$ cat src/rtl/uart_pkg.sv
// Shared UART definitions: receiver state encoding, parity codes and the
// baud divider helper used by both receiver and transmitter.
package uart_pkg;

  typedef enum logic [2:0] {
    ST_IDLE,
    ST_START,
    ST_DATA,
    ST_PARITY,
    ST_STOP
  } uart_rx_state_t;

  localparam int UART_PAR_NONE = 0;
  localparam int UART_PAR_ODD  = 1;
  localparam int UART_PAR_EVEN = 2;

  // Clocks per oversample tick; clamped to 1 so a too-fast baud setting
  // still yields a legal divider instead of a zero-width counter.
  function automatic int uart_div(input int clk_freq, input int baud_rate,
                                  input int oversample);
    int d;
    d = clk_freq / (baud_rate * oversample);
    return (d < 1) ? 1 : d;
  endfunction

endpackage

$ cat src/rtl/uart_baud_tick.sv
// Free-running divider producing a one-clock tick every DIV clocks.
module uart_baud_tick #(
  parameter int DIV = 6
) (
  input  logic clk,
  input  logic rst,
  output logic tick
);

  localparam int            CW   = (DIV > 1) ? $clog2(DIV) : 1;
  localparam logic [CW-1:0] LAST = CW'(DIV - 1);

  logic [CW-1:0] cnt;

  // Count 0..DIV-1 and wrap.
  // NOTE: clocked state is always assigned with <= so every flop samples
  // pre-edge values regardless of process ordering.
  always_ff @(posedge clk) begin
    if (rst)              cnt <= '0;
    else if (cnt == LAST) cnt <= '0;
    else                  cnt <= cnt + 1'b1;
  end

  assign tick = (cnt == LAST);

endmodule

$ cat src/rtl/uart_rx_param.sv
// Oversampling UART receiver with valid/ready output and per-frame status.
// Build option: define UART_RX_MAJORITY_EN for 2-of-3 majority bit decisions
// (taken one tick later than the default single mid-bit sample).
module uart_rx_param
  import uart_pkg::*;
#(
  parameter int CLK_FREQ   = 1000000,
  parameter int BAUD_RATE  = 9600,
  parameter int OVERSAMPLE = 16,
  parameter int DATA_BITS  = 8,
  parameter int PARITY     = 0,
  parameter int STOP_BITS  = 1
) (
  input  logic                 clk,
  input  logic                 rst,
  input  logic                 rxd,
  output logic [DATA_BITS-1:0] rx_data,
  output logic                 rx_valid,
  input  logic                 rx_ready,
  output logic                 parity_err,
  output logic                 frame_err,
  output logic                 break_det,
  output logic                 overrun_err
);

  localparam int DIV = uart_div(CLK_FREQ, BAUD_RATE, OVERSAMPLE);
  localparam int SW  = $clog2(OVERSAMPLE);
  localparam int BW  = $clog2(DATA_BITS + 1);
`ifdef UART_RX_MAJORITY_EN
  localparam int MID = OVERSAMPLE / 2;
`else
  localparam int MID = OVERSAMPLE / 2 - 1;
`endif
  localparam logic [SW-1:0] SAMP_MID  = SW'(MID);
  localparam logic [SW-1:0] SAMP_LAST = SW'(OVERSAMPLE - 1);
  localparam logic [BW-1:0] BITS_LAST = BW'(DATA_BITS);
  localparam logic [BW-1:0] STOP_LAST = BW'(STOP_BITS - 1);

  logic                 rx_meta, rxs;
  logic                 tick;
  logic                 bit_val;
  uart_rx_state_t       state, state_n;
  logic [SW-1:0]        samp_cnt, samp_n;
  logic [BW-1:0]        bit_cnt, bit_n;
  logic [DATA_BITS-1:0] shift_reg, shift_n;
  logic                 par_acc, par_n;
  logic                 ferr, ferr_n;
  logic                 brk, brk_n;
  logic                 armed, armed_n;
  logic                 frame_done;
  logic                 perr_calc;

  uart_baud_tick #(.DIV(DIV)) u_tick (
    .clk  (clk),
    .rst  (rst),
    .tick (tick)
  );

  // Two-flop synchroniser; resets low so the line is never armed before
  // the real pin level has propagated through.
  always_ff @(posedge clk) begin
    if (rst) begin
      rx_meta <= 1'b0;
      rxs     <= 1'b0;
    end else begin
      rx_meta <= rxd;
      rxs     <= rx_meta;
    end
  end

`ifdef UART_RX_MAJORITY_EN
  logic [1:0] hist;

  // Keep the two previous tick samples for the 2-of-3 vote.
  always_ff @(posedge clk) begin
    if (rst)       hist <= '0;
    else if (tick) hist <= {hist[0], rxs};
  end

  assign bit_val = (hist[1] & hist[0]) | (hist[1] & rxs) | (hist[0] & rxs);
`else
  assign bit_val = rxs;
`endif

  // Parity verdict over data XOR parity bit accumulated in par_acc.
  assign perr_calc = (PARITY == UART_PAR_ODD)  ? ~par_acc :
                     (PARITY == UART_PAR_EVEN) ?  par_acc : 1'b0;

  // FSM and frame datapath registers.
  always_ff @(posedge clk) begin
    if (rst) begin
      state     <= ST_IDLE;
      samp_cnt  <= '0;
      bit_cnt   <= '0;
      shift_reg <= '0;
      par_acc   <= 1'b0;
      ferr      <= 1'b0;
      brk       <= 1'b0;
      armed     <= 1'b0;
    end else begin
      state     <= state_n;
      samp_cnt  <= samp_n;
      bit_cnt   <= bit_n;
      shift_reg <= shift_n;
      par_acc   <= par_n;
      ferr      <= ferr_n;
      brk       <= brk_n;
      armed     <= armed_n;
    end
  end

  // Next-state logic; everything advances only on an oversample tick.
  // NOTE: every variable gets its hold value first, so no branch can leave
  // one unassigned and infer a latch.
  always_comb begin
    state_n    = state;
    samp_n     = samp_cnt;
    bit_n      = bit_cnt;
    shift_n    = shift_reg;
    par_n      = par_acc;
    ferr_n     = ferr;
    brk_n      = brk;
    armed_n    = armed;
    frame_done = 1'b0;
    if (tick) begin
      case (state)
        ST_IDLE: begin
          if (rxs) begin
            armed_n = 1'b1;
          end else if (armed) begin
            state_n = ST_START;
            samp_n  = '0;
            bit_n   = '0;
            par_n   = 1'b0;
            ferr_n  = 1'b0;
            brk_n   = 1'b0;
          end
        end
        ST_START: begin
          samp_n = samp_cnt + 1'b1;
          if (samp_cnt == SAMP_MID && bit_val) begin
            state_n = ST_IDLE;
          end else if (samp_cnt == SAMP_LAST) begin
            state_n = ST_DATA;
            samp_n  = '0;
          end
        end
        ST_DATA: begin
          samp_n = (samp_cnt == SAMP_LAST) ? '0 : samp_cnt + 1'b1;
          if (samp_cnt == SAMP_MID) begin
            shift_n = {bit_val, shift_reg[DATA_BITS-1:1]};
            par_n   = par_acc ^ bit_val;
            bit_n   = bit_cnt + 1'b1;
          end
          if (samp_cnt == SAMP_LAST && bit_cnt == BITS_LAST) begin
            bit_n   = '0;
            state_n = (PARITY != UART_PAR_NONE) ? ST_PARITY : ST_STOP;
          end
        end
        ST_PARITY: begin
          samp_n = (samp_cnt == SAMP_LAST) ? '0 : samp_cnt + 1'b1;
          if (samp_cnt == SAMP_MID) par_n = par_acc ^ bit_val;
          if (samp_cnt == SAMP_LAST) state_n = ST_STOP;
        end
        ST_STOP: begin
          samp_n = (samp_cnt == SAMP_LAST) ? '0 : samp_cnt + 1'b1;
          if (samp_cnt == SAMP_MID) begin
            if (!bit_val) begin
              ferr_n = 1'b1;
              if (bit_cnt == '0 && shift_reg == '0) brk_n = 1'b1;
            end
            // Finish at the last stop mid-sample so back-to-back frames
            // are not missed; a bad stop leaves the line disarmed.
            if (bit_cnt == STOP_LAST) begin
              frame_done = 1'b1;
              state_n    = ST_IDLE;
              armed_n    = ~ferr_n;
            end else begin
              bit_n = bit_cnt + 1'b1;
            end
          end
        end
        default: state_n = ST_IDLE;
      endcase
    end
  end

  // Output holding register with valid/ready handshake and overrun pulse.
  always_ff @(posedge clk) begin
    if (rst) begin
      rx_data     <= '0;
      rx_valid    <= 1'b0;
      parity_err  <= 1'b0;
      frame_err   <= 1'b0;
      break_det   <= 1'b0;
      overrun_err <= 1'b0;
    end else begin
      overrun_err <= 1'b0;
      if (frame_done) begin
        if (!rx_valid || rx_ready) begin
          rx_data    <= shift_reg;
          parity_err <= perr_calc;
          frame_err  <= ferr_n;
          break_det  <= brk_n;
          rx_valid   <= 1'b1;
        end else begin
          overrun_err <= 1'b1;
        end
      end else if (rx_valid && rx_ready) begin
        rx_valid <= 1'b0;
      end
    end
  end

endmodule

$ cat config.mk
export PLATFORM = sky130hd
export DESIGN_NAME = uart_rx_param
export DESIGN_NICKNAME = d
export VERILOG_FILES = /design/src/rtl/uart_pkg.sv /design/src/rtl/uart_baud_tick.sv /design/src/rtl/uart_rx_param.sv
export SDC_FILE = /design/constraint.sdc
export NUM_CORES = 1
export LEC_CHECK = 0
export ABC_AREA = 1
export BUFFER_PORTS_ARGS = -buffer_cell sky130_fd_sc_hd__buf_4
export CORE_UTILIZATION = 50
export DETAILED_ROUTE_END_ITERATION = 6
export PLACE_DENSITY = 0.69
export SLEW_MARGIN = 20
export SYNTH_ARGS = -nofsm -noshare
export SYNTH_HDL_FRONTEND = slang
export SYNTH_HIERARCHICAL = 1
export SYNTH_SLANG_ARGS = --single-unit
$ cat constraint.sdc
create_clock -name clk -period 2.6 [get_ports clk]
set_clock_uncertainty 0.2 [all_clocks]
set_input_delay 0.26 -clock clk [delete_from_list [all_inputs] [get_ports clk]]
set_output_delay 0.26 -clock clk [all_outputs]
set_load 0.02 [all_outputs]
# [Yosys cells after proc, flatten, opt, wreduce, memory -nomap -nowiden]
# Index checks and enable logic that the tools add are counted.
[word_totals] ff_bits=39 inputBits=4 out_inout_bits=13 wordCells=109
[op_classes] addsub=3 mux=47 bitwise=2 n_eq_ne=19 n_reduce_logical=23
[op_table] operator="4-bit 2-to-1 mux" n=8
[op_table] operator="1-bit 2-to-1 mux" n=25
[op_table] operator="3-bit 2-to-1 mux" n=8
[op_table] operator="4-bit case mux with 3 select lines" n=2
[op_table] operator="2-bit != test (second input constant)" n=8
[op_table] operator="3-bit case mux with 5 select lines" n=1
[op_table] operator="4-bit by 1-bit adder with 4-bit output (second input constant)" n=2
[op_table] operator="4-bit == test (second input constant)" n=2
[op_table] operator="8-bit logical NOT" n=1
[op_table] operator="8-bit AND reduction" n=1
[op_table] operator="7-bit AND reduction" n=1
[op_table] operator="3-bit by 2-bit == test with 1-bit output (second input constant)" n=2
[op_table] operator="3-bit == test (second input constant)" n=2
[op_table] operator="3-bit != test (second input constant)" n=2
[op_table] operator="1-bit case mux with 2 select lines" n=3
[op_table] operator="3-bit nonzero test" n=2
[op_table] operator="5-bit AND reduction" n=1
[op_table] operator="4-bit by 3-bit == test with 1-bit output (second input constant)" n=1
[op_table] operator="1-bit logical AND" n=4
[op_table] operator="4-bit logical NOT" n=1
[op_table] operator="2-bit AND reduction" n=2
[op_table] operator="4-bit AND reduction" n=1
[op_table] operator="2-bit nonzero test" n=2
[op_table] operator="2-bit OR reduction" n=2
[op_table] operator="9 further kinds" n=10

# [Logic depth before layout (Yosys ltp)]
[logic_depth] depth_word=8 mapped_depth=11 depth_no_buf=11

# [Hierarchy]
# Netlist, hierarchy kept.
[modules_own_cells] mod="uart_rx_param" area_per_inst_um2=1781.7 seq_area_each_um2=720.7 cells_per_inst=254 n_inst=1
[modules_own_cells] mod="uart_baud_tick" area_per_inst_um2=136.4 seq_area_each_um2=60.1 cells_per_inst=18 n_inst=1

# [Least setup slack after synthesis]
# Ideal clock, no wire load.
[synth_path] path_type="register -> register" startpoint="reg samp_cnt[0]" endpoint="reg shift_reg[0]" t_arrival_ns=1.339 t_required_ns=2.281 period_less_slack_ns=1.659 stages_incl_launch_ff=10 path_slack_ns=0.941 path_buffers=1 setup_ns=0.119 path_cell_list="dfxtp_1 -> ha_1 -> nand2_1 -> nor2_4 -> inv_1 -> nor2_1 -> nand2_1 -> buf_2 -> o21ai_0 -> a21oi_1"
[synth_via] elab_chain_len=2
[synth_lines] item="from (decl)" line="uart_rx_param.sv:43" text="logic [SW-1:0] samp_cnt, samp_n;"
[synth_lines] item="from (signal assigned)" line="uart_rx_param.sv:102" text="samp_cnt <= samp_n;"
[synth_lines] item="4-bit by 3-bit == test with 1-bit output" line="uart_rx_param.sv:150" text="if (samp_cnt == SAMP_MID) begin"
[synth_lines] item="3-bit AND reduction (no source line)"
[synth_lines] item="to (signal assigned)" line="uart_rx_param.sv:104" text="shift_reg <= shift_n;"
[synth_lines] item="to (decl)" line="uart_rx_param.sv:45" text="logic [DATA_BITS-1:0] shift_reg, shift_n;"
# Every way passes these cells.
# A chain may end at the register's enable or synchronous reset.

# [Worst setup path after layout]
[layout_path] startpoint="reg samp_cnt[0]" endpoint="reg shift_reg[6]"
# The elaborated chain is that of the path after synthesis.

==> flow_metrics.env <==
export IMPL_maxCapViolCount=0
export IMPL_synth_edff_count=0
export IMPL_drtAntennaViolNets=0
export IMPL_fmax_mhz=494
export IMPL_grt_max_degree=25
export IMPL_ctsResizeCount=0
export IMPL_yosysSeqAreaShare_pct=40.7
export IMPL_min_period_over_period_pct=77.9
export IMPL_min_path_type="primary input to flop"
export IMPL_hold_start="rst"
export IMPL_port_buffer_count=15
export IMPL_r2r_end="shift_reg[6]$_SDFFE_PP0P_"
export IMPL_post_route_min_period_ps=2020
export IMPL_cts_root_buf="clkbuf_8"
export IMPL_cp_arrival_ps=2060
export IMPL_worst_slew_pin_slew_ps=638
export IMPL_slew_headroom_pct=57.4
export IMPL_p_sw_share_pct=21.3
export IMPL_synth_top_cell_area_share_pct=40.7
export IMPL_core_area_sq_um=3660
export IMPL_avgRoutedWirePerCell_um=11.3
export IMPL_hold_viol_final=0
export IMPL_die_w_um=63.9
export IMPL_grt_overflow=0
export IMPL_synth_warnings=6
export IMPL_whs_ps=44.7
export IMPL_required_ps=2640
export IMPL_fillCellCount=364
export IMPL_avgSynthCellArea_sq_um=7.05
export IMPL_start_kind="flop"
export IMPL_rows=22
export IMPL_syn_inst=272
export IMPL_multi_input_area_sq_um=952
export IMPL_finalSetupTns_ps=0
export IMPL_die_area_sq_um=4090
export IMPL_clock_sinks=39
export IMPL_outcome="finished, final reports clean"
export IMPL_first_iter_violations=101
export IMPL_reg2regPathDepth=9
export IMPL_cts_max_path_buffers=2
export IMPL_dr_pass1_iters=4
export IMPL_area_growth_pct=13.1
export IMPL_synth_area_top_cells="dfxtp_1 41%, nand2_1 8.8%, nor2_1 7.6%"
export IMPL_rsz0062_at_grt="no"
export IMPL_start_util_pct=52.4
export IMPL_synth_area_sq_um=1920
export IMPL_antenna_cells=0
export IMPL_clk_latency_ps=300
export IMPL_drv_slew=0
export IMPL_postCtsHoldBufs=1
export IMPL_finalSetupViolCount=0
export IMPL_p_total_uw=1140
export IMPL_cp_end_kind="flop"
export IMPL_htreeDepth=2
export IMPL_grt_pass1_wl_um=6840
export IMPL_grt_pass1_vias=1573
export IMPL_seqPwrFrac_pct=53.0
export IMPL_irDropWorstVdd_mv=0.367
export IMPL_yosysUniqueCellTypes=29
export IMPL_antenna_found_initial=0
export IMPL_seqCellArea_sq_um=781
export IMPL_p_switching_uw=243
export IMPL_regToRegStartpoint="samp_cnt[0]$_SDFFE_PP0P_"
export IMPL_intPower_uw=900
export IMPL_final_nets=297
export IMPL_drcViolationCount=0
export IMPL_combPwrFrac_pct=2.8
export IMPL_p_leak_uw=0.000976
export IMPL_cp_max_fo=11
export IMPL_hold_path_end="state[0]$_SDFFE_PP0P_"
export IMPL_place_congestion=0.863
export IMPL_clk_pin_slew_ps=80
export IMPL_ys_flop_type="dfxtp_1"
export IMPL_place_detailed_hpwl_um=2780
export IMPL_rrSetupSlack_ps=580
export IMPL_routed_via_density=5.04
export IMPL_clkPwrFrac_pct=44.1
export IMPL_drive_above_1_share_pct=12.5
export IMPL_ys_ff_latch=39
export IMPL_ios=17
export IMPL_vias=1700
export IMPL_async_reset_ff_share_pct=0
export IMPL_crit_type="flop to flop"
export IMPL_chipHeight_um=63.9
export IMPL_synth_nets=281
export IMPL_cts_setup_buffers=0
export IMPL_cts_made_buffers=5
export IMPL_grt_usage_pct=21.5
export IMPL_p_per_area_nw_per_um2=527
export IMPL_cts_tree="done"
export IMPL_synth_top_area_cell="dfxtp_1"
export IMPL_holdPathStages=2
export IMPL_routed_wl_um=3790
==> per-stage QoR <==
step	setup slack (ps)	std cells	utilization [%]	instance area (sq um)
floorplan	941	272	-	1920
global placement	613	328	55.9	2050
detailed placement	582	328	55.9	2050
CTS	572	337	59.3	2170
global route	394	337	59.3	2170
finish	576	337	59.3	2170
==> power by group through the flow <==
stage / Sequential (uW) / Combinational (uW) / Clock (uW)
after detailed placement: 620 / 31.9 / 0
after global placement: 621 / 31.2 / 0
final: 606 / 32.5 / 504
after floorplan: 620 / 24.5 / 0
after CTS: 606 / 33.2 / 514
after global routing: 607 / 38.6 / 539
==> area by class of cell <==
type / count / area share [%]
Tap cell: 48 / 2.77
Clock buffer: 5 / 3.17
Sequential cell: 39 / 36.0
Inverter: 37 / 6.52
Multi-Input combinational cell: 189 / 43.9
Clock inverter: 3 / 2.02
Timing Repair Buffer: 16 / 5.65
==> worst max-delay path, cell delays in order (launching register included) <==
cell,delay (ps)
dfxtp_1,380
ha_1,200
nand2_1,110
nor2_4,190
inv_1,140
nor2_1,100
nand2_1,190
inv_1,220
o21ai_0,90
a21oi_1,130
==> cell families after synthesis <==
family,Yosys count,share of synthesized area (%)
other cells,1,0.196
simple gates,128,31.2
xor+xnor,2,0.913
compound gates,53,14.0
buf+inv,44,9.65
fa+ha+maj,5,3.26
flops,39,40.7
==> cell usage after synthesis (2+ instances only) <==
| cell | number |
|---|---|
| nand2_1 | 45 |
| a21oi_1 | 25 |
| nor2_1 | 39 |
| clkbuf_1 | 2 |
| nor3_1 | 8 |
| dfxtp_1 | 39 |
| nor2_2 | 2 |
| o21ai_1 | 7 |
| nand3_1 | 19 |
| o21ai_0 | 20 |
| ha_1 | 5 |
| nand4_1 | 4 |
| nand3b_1 | 2 |
| inv_1 | 35 |
| buf_4 | 2 |
| nor2_4 | 4 |
| xor2_1 | 2 |
==> how the worst max path moves through the flow <==
stage / slack [ps] / to / from
CTS: 570 / shift_reg[6]$_SDFFE_PP0P_ / samp_cnt[0]$_SDFFE_PP0P_
global route: 390 / shift_reg[6]$_SDFFE_PP0P_ / samp_cnt[0]$_SDFFE_PP0P_
finish: 580 / shift_reg[6]$_SDFFE_PP0P_ / samp_cnt[0]$_SDFFE_PP0P_
detailed placement: 580 / shift_reg[6]$_SDFFE_PP0P_ / samp_cnt[0]$_SDFFE_PP0P_
global placement: 610 / shift_reg[6]$_SDFFE_PP0P_ / samp_cnt[0]$_SDFFE_PP0P_
floorplan: 940 / shift_reg[0]$_SDFFE_PP0P_ / samp_cnt[0]$_SDFFE_PP0P_
==> routing by layer <==
metal / global-route usage, % / wire, um / vias up
li1: - / - / 912
met5: 0 / 0 / -
met4: 10.5 / 72 / 0
met1: 28.3 / 1870 / 750
met2: 33.2 / 1680 / 30
met3: 4.46 / 172 / 8
==> cell usage in the layout (no fill, tap or decap) <==
master         synthesis  final
o21ai_2                1      1
conb_1                 1      1
o21ai_0               20     20
inv_4                  1      1
nand3b_1               2      2
dfxtp_1               39     39
xor2_1                 2      2
nor3_1                 8      8
nor2_1                39     39
nand3_2                1      1
and3_1                 1      1
bufinv_16              0      1
clkinv_4               0      1
buf_4                  2     15
nand3_4                1      1
o21ai_1                7      7
clkinv_2               0      1
dlygate4sd3_1          0      1
nand3_1               19     19
ha_1                   5      5
nand2_2                1      1
nor2_4                 4      4
clkbuf_8               0      5
nand4_1                4      4
a21oi_1               25     25
nand2_4                1      1
inv_2                  1      1
inv_1                 35     35
nand2_1               45     45
nor2_2                 2      2
Note: power is estimated with default switching activity, not from simulation.
